===== src/rtl/battle_turn_ctrl.sv =====
// Turn sequencer for a multi-player battle: gathers each combatant's attack choice from PS/2
// keys (or a default on timeout), rotates turns on hits, and tracks wins, level-ups and boss mode.
module battle_turn_ctrl #(
   parameter int unsigned NUM_PLAYERS = 2,
   parameter int unsigned WIN_W       = 8,
   parameter int unsigned LEVEL_WINS  = 4,
   parameter int unsigned BOSS_WINS   = 12,
   parameter int unsigned TIMEOUT_CYC = 50_000_000
) (
   input  logic                       clk,
   input  logic                       rst,
   input  logic                       key_valid,
   input  logic [7:0]                 key_code,
   input  logic                       battle_start,
   input  logic                       collision_detected,
   input  logic                       player_win,
   input  logic                       enemy_win,
   output logic [NUM_PLAYERS-1:0]     turn,
   output logic [2*NUM_PLAYERS-1:0]   choice,
   output logic [NUM_PLAYERS-1:0]     choice_valid,
   output logic                       attack_go,
   output logic [WIN_W-1:0]           win_count,
   output logic                       level_up,
   output logic                       boss
);

   localparam int unsigned CntW = $clog2(TIMEOUT_CYC);
   localparam int unsigned LvlW = $clog2(LEVEL_WINS + 1);
   localparam logic [CntW-1:0]  CntLast = CntW'(TIMEOUT_CYC - 1);
   localparam logic [LvlW-1:0]  LvlLast = LvlW'(LEVEL_WINS - 1);
   localparam logic [WIN_W-1:0] WinMax  = '1;

   typedef enum logic [1:0] {StIdle, StChoose, StAttack, StDone} state_e;

   state_e                     state_q, state_d;
   logic [NUM_PLAYERS-1:0]     turn_q, turn_d;
   logic [2*NUM_PLAYERS-1:0]   choice_q, choice_d;
   logic [NUM_PLAYERS-1:0]     cv_q, cv_d;
   logic                       go_q, go_d;
   logic [CntW-1:0]            cnt_q, cnt_d;
   logic [WIN_W-1:0]           win_q, win_d;
   logic [LvlW-1:0]            lvl_q, lvl_d;
   logic                       lu_q, lu_d;
   logic                       boss_q, boss_d;
   logic                       hit;
   logic [1:0]                 pick;
   logic [2:0]                 lk;

   // Returns {hit, attack code} for a key in player p's map.
   function automatic logic [2:0] key_lookup(input int unsigned p, input logic [7:0] code);
      logic [2:0] r;
      r = 3'b000;
      case (p)
         0: case (code)
               8'h1C: r = 3'b100;
               8'h1B: r = 3'b101;
               8'h23: r = 3'b110;
               8'h1D: r = 3'b111;
               default: r = 3'b000;
            endcase
         1: case (code)
               8'h3B: r = 3'b100;
               8'h42: r = 3'b101;
               8'h4B: r = 3'b110;
               8'h43: r = 3'b111;
               default: r = 3'b000;
            endcase
         2: case (code)
               8'h16: r = 3'b100;
               8'h1E: r = 3'b101;
               8'h26: r = 3'b110;
               8'h25: r = 3'b111;
               default: r = 3'b000;
            endcase
         3: case (code)
               8'h70: r = 3'b100;
               8'h69: r = 3'b101;
               8'h72: r = 3'b110;
               8'h7A: r = 3'b111;
               default: r = 3'b000;
            endcase
         default: r = 3'b000;
      endcase
      return r;
   endfunction

   always_comb begin
      state_d  = state_q;
      turn_d   = turn_q;
      choice_d = choice_q;
      cv_d     = cv_q;
      go_d     = 1'b0;
      cnt_d    = cnt_q;
      win_d    = win_q;
      lvl_d    = lvl_q;
      lu_d     = 1'b0;
      hit      = 1'b0;
      pick     = 2'b00;
      lk       = 3'b000;
      unique case (state_q)
         StIdle: begin
            if (battle_start) begin
               state_d  = StChoose;
               turn_d   = NUM_PLAYERS'(1);
               choice_d = '0;
               cv_d     = '0;
               cnt_d    = '0;
            end
         end
         StChoose, StAttack: begin
            if (player_win || enemy_win) begin
               state_d = StDone;
               turn_d  = '0;
               // Enemy win takes priority; a tie never credits the player.
               if (!enemy_win && win_q != WinMax) begin
                  win_d = win_q + 1'b1;
                  if (lvl_q == LvlLast) begin
                     lvl_d = '0;
                     lu_d  = 1'b1;
                  end else begin
                     lvl_d = lvl_q + 1'b1;
                  end
               end
            end else if (state_q == StChoose) begin
               for (int unsigned i = 0; i < NUM_PLAYERS; i++) begin
                  if (turn_q[i] && key_valid) begin
                     lk = key_lookup(i, key_code);
                     if (lk[2]) begin
                        hit  = 1'b1;
                        pick = lk[1:0];
                     end
                  end
               end
               if (hit || cnt_q == CntLast) begin
                  for (int unsigned i = 0; i < NUM_PLAYERS; i++) begin
                     if (turn_q[i]) begin
                        choice_d[2*i +: 2] = pick;
                        cv_d[i]            = 1'b1;
                     end
                  end
                  go_d    = 1'b1;
                  state_d = StAttack;
                  cnt_d   = '0;
               end else begin
                  cnt_d = cnt_q + 1'b1;
               end
            end else if (collision_detected) begin
               turn_d  = {turn_q[NUM_PLAYERS-2:0], turn_q[NUM_PLAYERS-1]};
               cv_d    = cv_q & ~turn_d;
               state_d = StChoose;
               cnt_d   = '0;
            end
         end
         StDone: state_d = StIdle;
         default: state_d = StIdle;
      endcase
      boss_d = (32'(win_d) >= BOSS_WINS);
   end

   always_ff @(posedge clk or posedge rst) begin
      if (rst) begin
         state_q  <= StIdle;
         turn_q   <= '0;
         choice_q <= '0;
         cv_q     <= '0;
         go_q     <= 1'b0;
         cnt_q    <= '0;
         win_q    <= '0;
         lvl_q    <= '0;
         lu_q     <= 1'b0;
         boss_q   <= 1'b0;
      end else begin
         state_q  <= state_d;
         turn_q   <= turn_d;
         choice_q <= choice_d;
         cv_q     <= cv_d;
         go_q     <= go_d;
         cnt_q    <= cnt_d;
         win_q    <= win_d;
         lvl_q    <= lvl_d;
         lu_q     <= lu_d;
         boss_q   <= boss_d;
      end
   end

   assign turn         = turn_q;
   assign choice       = choice_q;
   assign choice_valid = cv_q;
   assign attack_go    = go_q;
   assign win_count    = win_q;
   assign level_up     = lu_q;
   assign boss         = boss_q;

endmodule


===== config.mk =====
export PLATFORM = sky130hd
export DESIGN_NAME = battle_turn_ctrl
export DESIGN_NICKNAME = d
export VERILOG_FILES = /design/src/rtl/battle_turn_ctrl.sv
export SDC_FILE = /design/constraint.sdc
export NUM_CORES = 1
export LEC_CHECK = 0
export ABC_AREA = 1
export ABC_CLOCK_PERIOD_IN_PS = 2300
export CAP_MARGIN = 30
export CORE_ASPECT_RATIO = 1.1
export CORE_MARGIN = 2
export CORE_UTILIZATION = 60
export CTS_CLUSTER_DIAMETER = 40
export DETAILED_ROUTE_END_ITERATION = 12
export DONT_BUFFER_PORTS = 1
export GPL_TIMING_DRIVEN = 0
export HOLD_SLACK_MARGIN = 0.03
export PLACE_DENSITY_LB_ADDON = 0.08
export SYNTH_ARGS = -nofsm -noshare
export SYNTH_HDL_FRONTEND = slang
export SYNTH_SLANG_ARGS = --single-unit

===== constraint.sdc =====
create_clock -name clk -period 2.3 [get_ports clk]
set_clock_uncertainty 0.05 [all_clocks]
set_input_delay 0.23 -clock clk [delete_from_list [all_inputs] [get_ports clk]]
set_output_delay 0.23 -clock clk [all_outputs]
set_load 0.01 [all_outputs]

==> results.md <==
* Status: finished, final reports clean
* DRT Wirelength at about 6700 um
* Antenna-violating nets left at 0
* Total gr overflow at 0
* Largest family of logic cells by synthesized area: simple AND/OR/NAND/NOR gates
* CTS sink count at 50
* Synth Area in Simple Gates at 0.378
* Hold path endpoint: level_up$_DFF_PP0_
* Critical Path Start Type: flip-flop
* Die area at 5820 sq um
* DP Worst Slack at 0.00492 ns
* Routed wl met3 at 292 um
* Most frequent CP cell: inv_1
* Routed wl met2 at 3400 um
* GRT Overall Usage at 0.253
* CP Data Required Time at 2.44 ns
* Boundary Pins at 34
* Hold path depth at 3
* Met1 Wirelength at 2850 um
* Synthesis-to-finish area growth at 8.94%
* Register area share after synthesis at 0.399
* Critical path cell sequence: inv_1, ha_1, buf_6, inv_4, o21ai_4, nand3_4, clkinvlp_4, nand4_1, inv_1, nand3_1, nand2_1, nor2_1
* TritonRoute pass-1 iters at 4
* Largest net degree at the start of global routing at 40
* Routed wire per std cell at 13.2 um
* Synth Warn # at 0
* Number of I/O port buffers at 0
* Synthesized Nets at 459
* Mapped Area at about 3100 sq um
* Min-delay worst type: in2reg
* Hold Violations, Final at 0
* Hold Startpoint: enemy_win
* Final nets at around 470
* Clk buf depth at 2
* DP Area at around 3200 sq um
* Multiplexer area fraction after synthesis at 0
* Pins Over Slew Limit at 0
* Inst Count DP at just under 500
* Non-Filler Instances at 508
* Vias/cell at 5.52
* Leak at 1.65 nW
* R2R Path End: cnt_q[25]$_DFFE_PP0P_
* Vias in the first global route at 2773
* Final setup violation count at 0
* Cells after Synth at ~440
* Synth Area in XOR/XNOR at 0.0391
* Slew @ Worst Pin at 0.459 ns
* Largest delay share family, worst path: buffers and inverters
* Crit Path Class: reg2reg
* Crit path buffers/inverters at 5
* Highest routing layer actually used: met4
* VDD IR max at 0.000930 V
* Core Box Area at approximately 5000 sq um
* Number of antenna diodes at 0
* Multi-input combinational cell area at 1620 sq um
* Die Span Y at 79.8 um
* Layout cells sized above 1 at 0.0933
* Slew Limit Headroom at 0.692
* Reg2reg path depth at 12
* Setup WS post-layout at about 0.11 ns
* Final period util at 0.952
* H-Tree Depth at 2
* Slowest stage delay, CP at between 0.3 and 0.4 ns
* Starting density of the core at 0.623
* Crit path DAT at 2.33 ns
* Root Buffer: clkbuf_8
* Syn avg cell area at 7.19 sq um
* Maximum fanout along the worst path at 10
* MaxCap Viol Count at 0
* Final min period at 2.19 ns
* Skew-Pair Late Insertion Delay at 0.30 ns
* Synth top area cells: dfrtp_1 40%, nand2_1 13%, nor2_1 8.0%
* Antenna violations before repair at 0
* RR Startpoint: state_q[0]$_DFFE_PP0P_
* Synth Area in Compound Gates at 0.0591
* Worst-path clk slew at about 0.09 ns
* Routability Congestion at 0.922
* Cell variety after synth at 31
* Area share of fa/ha/maj cells after synthesis at 0.0319
* Critical path depth at 12
* Worst R2R Setup Slack at 0.11 ns
* Total number of vias at 2804
* Dominant cell type by area after synthesis: dfrtp_1
* Filler instances at 457
* Power density cells at 1000 nW/um^2
* Setup crit end kind: flip-flop
* Register bit total from synthesis at 50
* CTS tree: done
* CTS buffer count at 5
* Die width at 72.9 um
* Top-area cell type share of the netlist area at 0.399
* Register area at 1250 sq um
* Estimated wirelength of the detail-placed design at ~5000 um
* Final core utilization at 0.678
* Row count at 27
* Post-layout instance area at 3410 sq um
* Number of DRC markers in iteration 0 at 110
* DRC Markers at 0
* Slowest CP cell: dfrtp_1
* First-pass GRT wire length at roughly 12000 um
* Fmax at roughly 0.46 GHz
[registers in the layout, summed over array words and instances, names as in the netlist, 2 cells and up]
register / count
win_count: 8
choice_valid: 2
cnt_q: 26
state_q: 2
lvl_q: 3
choice: 4
turn: 2
[how the worst max path moves through the flow]
stage                                      start                    end  slack [ns]
after floorplan           state_q[0]$_DFFE_PP0P_  cnt_q[14]$_DFFE_PP0P_        0.33
final                     state_q[0]$_DFFE_PP0P_  cnt_q[25]$_DFFE_PP0P_        0.11
after global routing      state_q[1]$_DFFE_PP0P_  cnt_q[14]$_DFFE_PP0P_       -0.05
after CTS                 state_q[0]$_DFFE_PP0P_  cnt_q[21]$_DFFE_PP0P_       -0.01
after global placement    state_q[0]$_DFFE_PP0P_  cnt_q[14]$_DFFE_PP0P_        0.04
after detailed placement  state_q[0]$_DFFE_PP0P_  cnt_q[24]$_DFFE_PP0P_       0.005
[area by class of cell]
class | instances | area share
Sequential cell | 50 | 0.366
Inverter | 64 | 0.0722
Buffer | 5 | 0.0154
Tap cell | 58 | 0.0213
Clock inverter | 3 | 0.0117
Timing Repair Buffer | 6 | 0.0176
Clock buffer | 5 | 0.0202
Multi-Input combinational cell | 317 | 0.475
[cell usage after synthesis (all sizes together)]
cell and number:
nor2 74, nor4 3, xnor2 3, nand3 40, o22ai 1, o21bai 1
buf 5, o21ai 18, nand4 20, xor2 11, clkinv 1, nor3 12
and3 1, inv 63, ha 8, nand2 109, o32ai 2, or2 1
o21a 3, nand3b 4, dfrtp 50, a21oi 6
[cells by family after synthesis]
group,after synthesis
buffers and inverters,69
adders and majority gates,8
AOI/OAI and AO/OA,31
DFF,50
and+or+nand+nor,264
xor gates and xnor gates,14
[layout by cell type, fill, tap and decap left out, types with 3 or more instances in the layout]
| cell | count |
|---|---|
| nand2_2 | 3 |
| ha_1 | 8 |
| xnor2_1 | 3 |
| nor2_2 | 6 |
| buf_4 | 5 |
| xor2_1 | 11 |
| buf_6 | 4 |
| nor2_4 | 3 |
| nor2_1 | 65 |
| nand3_2 | 3 |
| nand3b_1 | 4 |
| nor3_1 | 11 |
| o21ai_0 | 15 |
| nand4_1 | 20 |
| inv_1 | 60 |
| nand2_1 | 106 |
| o21a_1 | 3 |
| nor4_1 | 3 |
| a21oi_1 | 6 |
| clkbuf_8 | 5 |
| dfrtp_1 | 50 |
| nand3_1 | 36 |
[report_power, final]
part | internal (mW) | switching (mW)
clock network | 0.321 | 0.294
logic | 0.558 | 1.03
registers | 1.02 | 0.191
total | 1.90 | 1.51
[layer usage]
| layer | up-vias | global-route usage |
|---|---|---|
| met1 | 1300 | 0.296 |
| li1 | 1425 | - |
| met2 | 63 | 0.440 |
| met3 | 16 | 0.0429 |
| met4 | 0 | 0.130 |
| met5 | - | 0 |
[through the flow]
| stage | power [mW] | TNS, ns | hold slack, ns |
|---|---|---|---|
| global route | 3.69 | -0.140 | 0.0977 |
| floorplan | 2.34 | 0 | 0.381 |
| finish | 3.42 | 0 | 0.0971 |
| detailed placement | 2.68 | 0 | 0.0182 |
| global placement | 2.65 | 0 | 0.407 |
| CTS | 3.32 | -0.0168 | 0.0820 |
[what timing repair did]
item                                   in CTS  in global routing
pin swaps                                   0                  2
endpoints found under the hold margin      50                  0
setup buffers                               0                  4
setup endpoints to repair                   2                 28
hold buffers                                1                  0
gates resized for setup                     2                  9
[worst register-to-register path: stages (launching register included)]
cell and delay (ns):
dfrtp_1 0.39, inv_1 0.09, ha_1 0.31, buf_6 0.15, inv_4 0.07, o21ai_4 0.17
nand3_4 0.13, clkinvlp_4 0.17, nand4_1 0.20, inv_1 0.14, nand3_1 0.07, nand2_1 0.08
nor2_1 0.04
No activity file was read; power rests on OpenSTA's default activity.
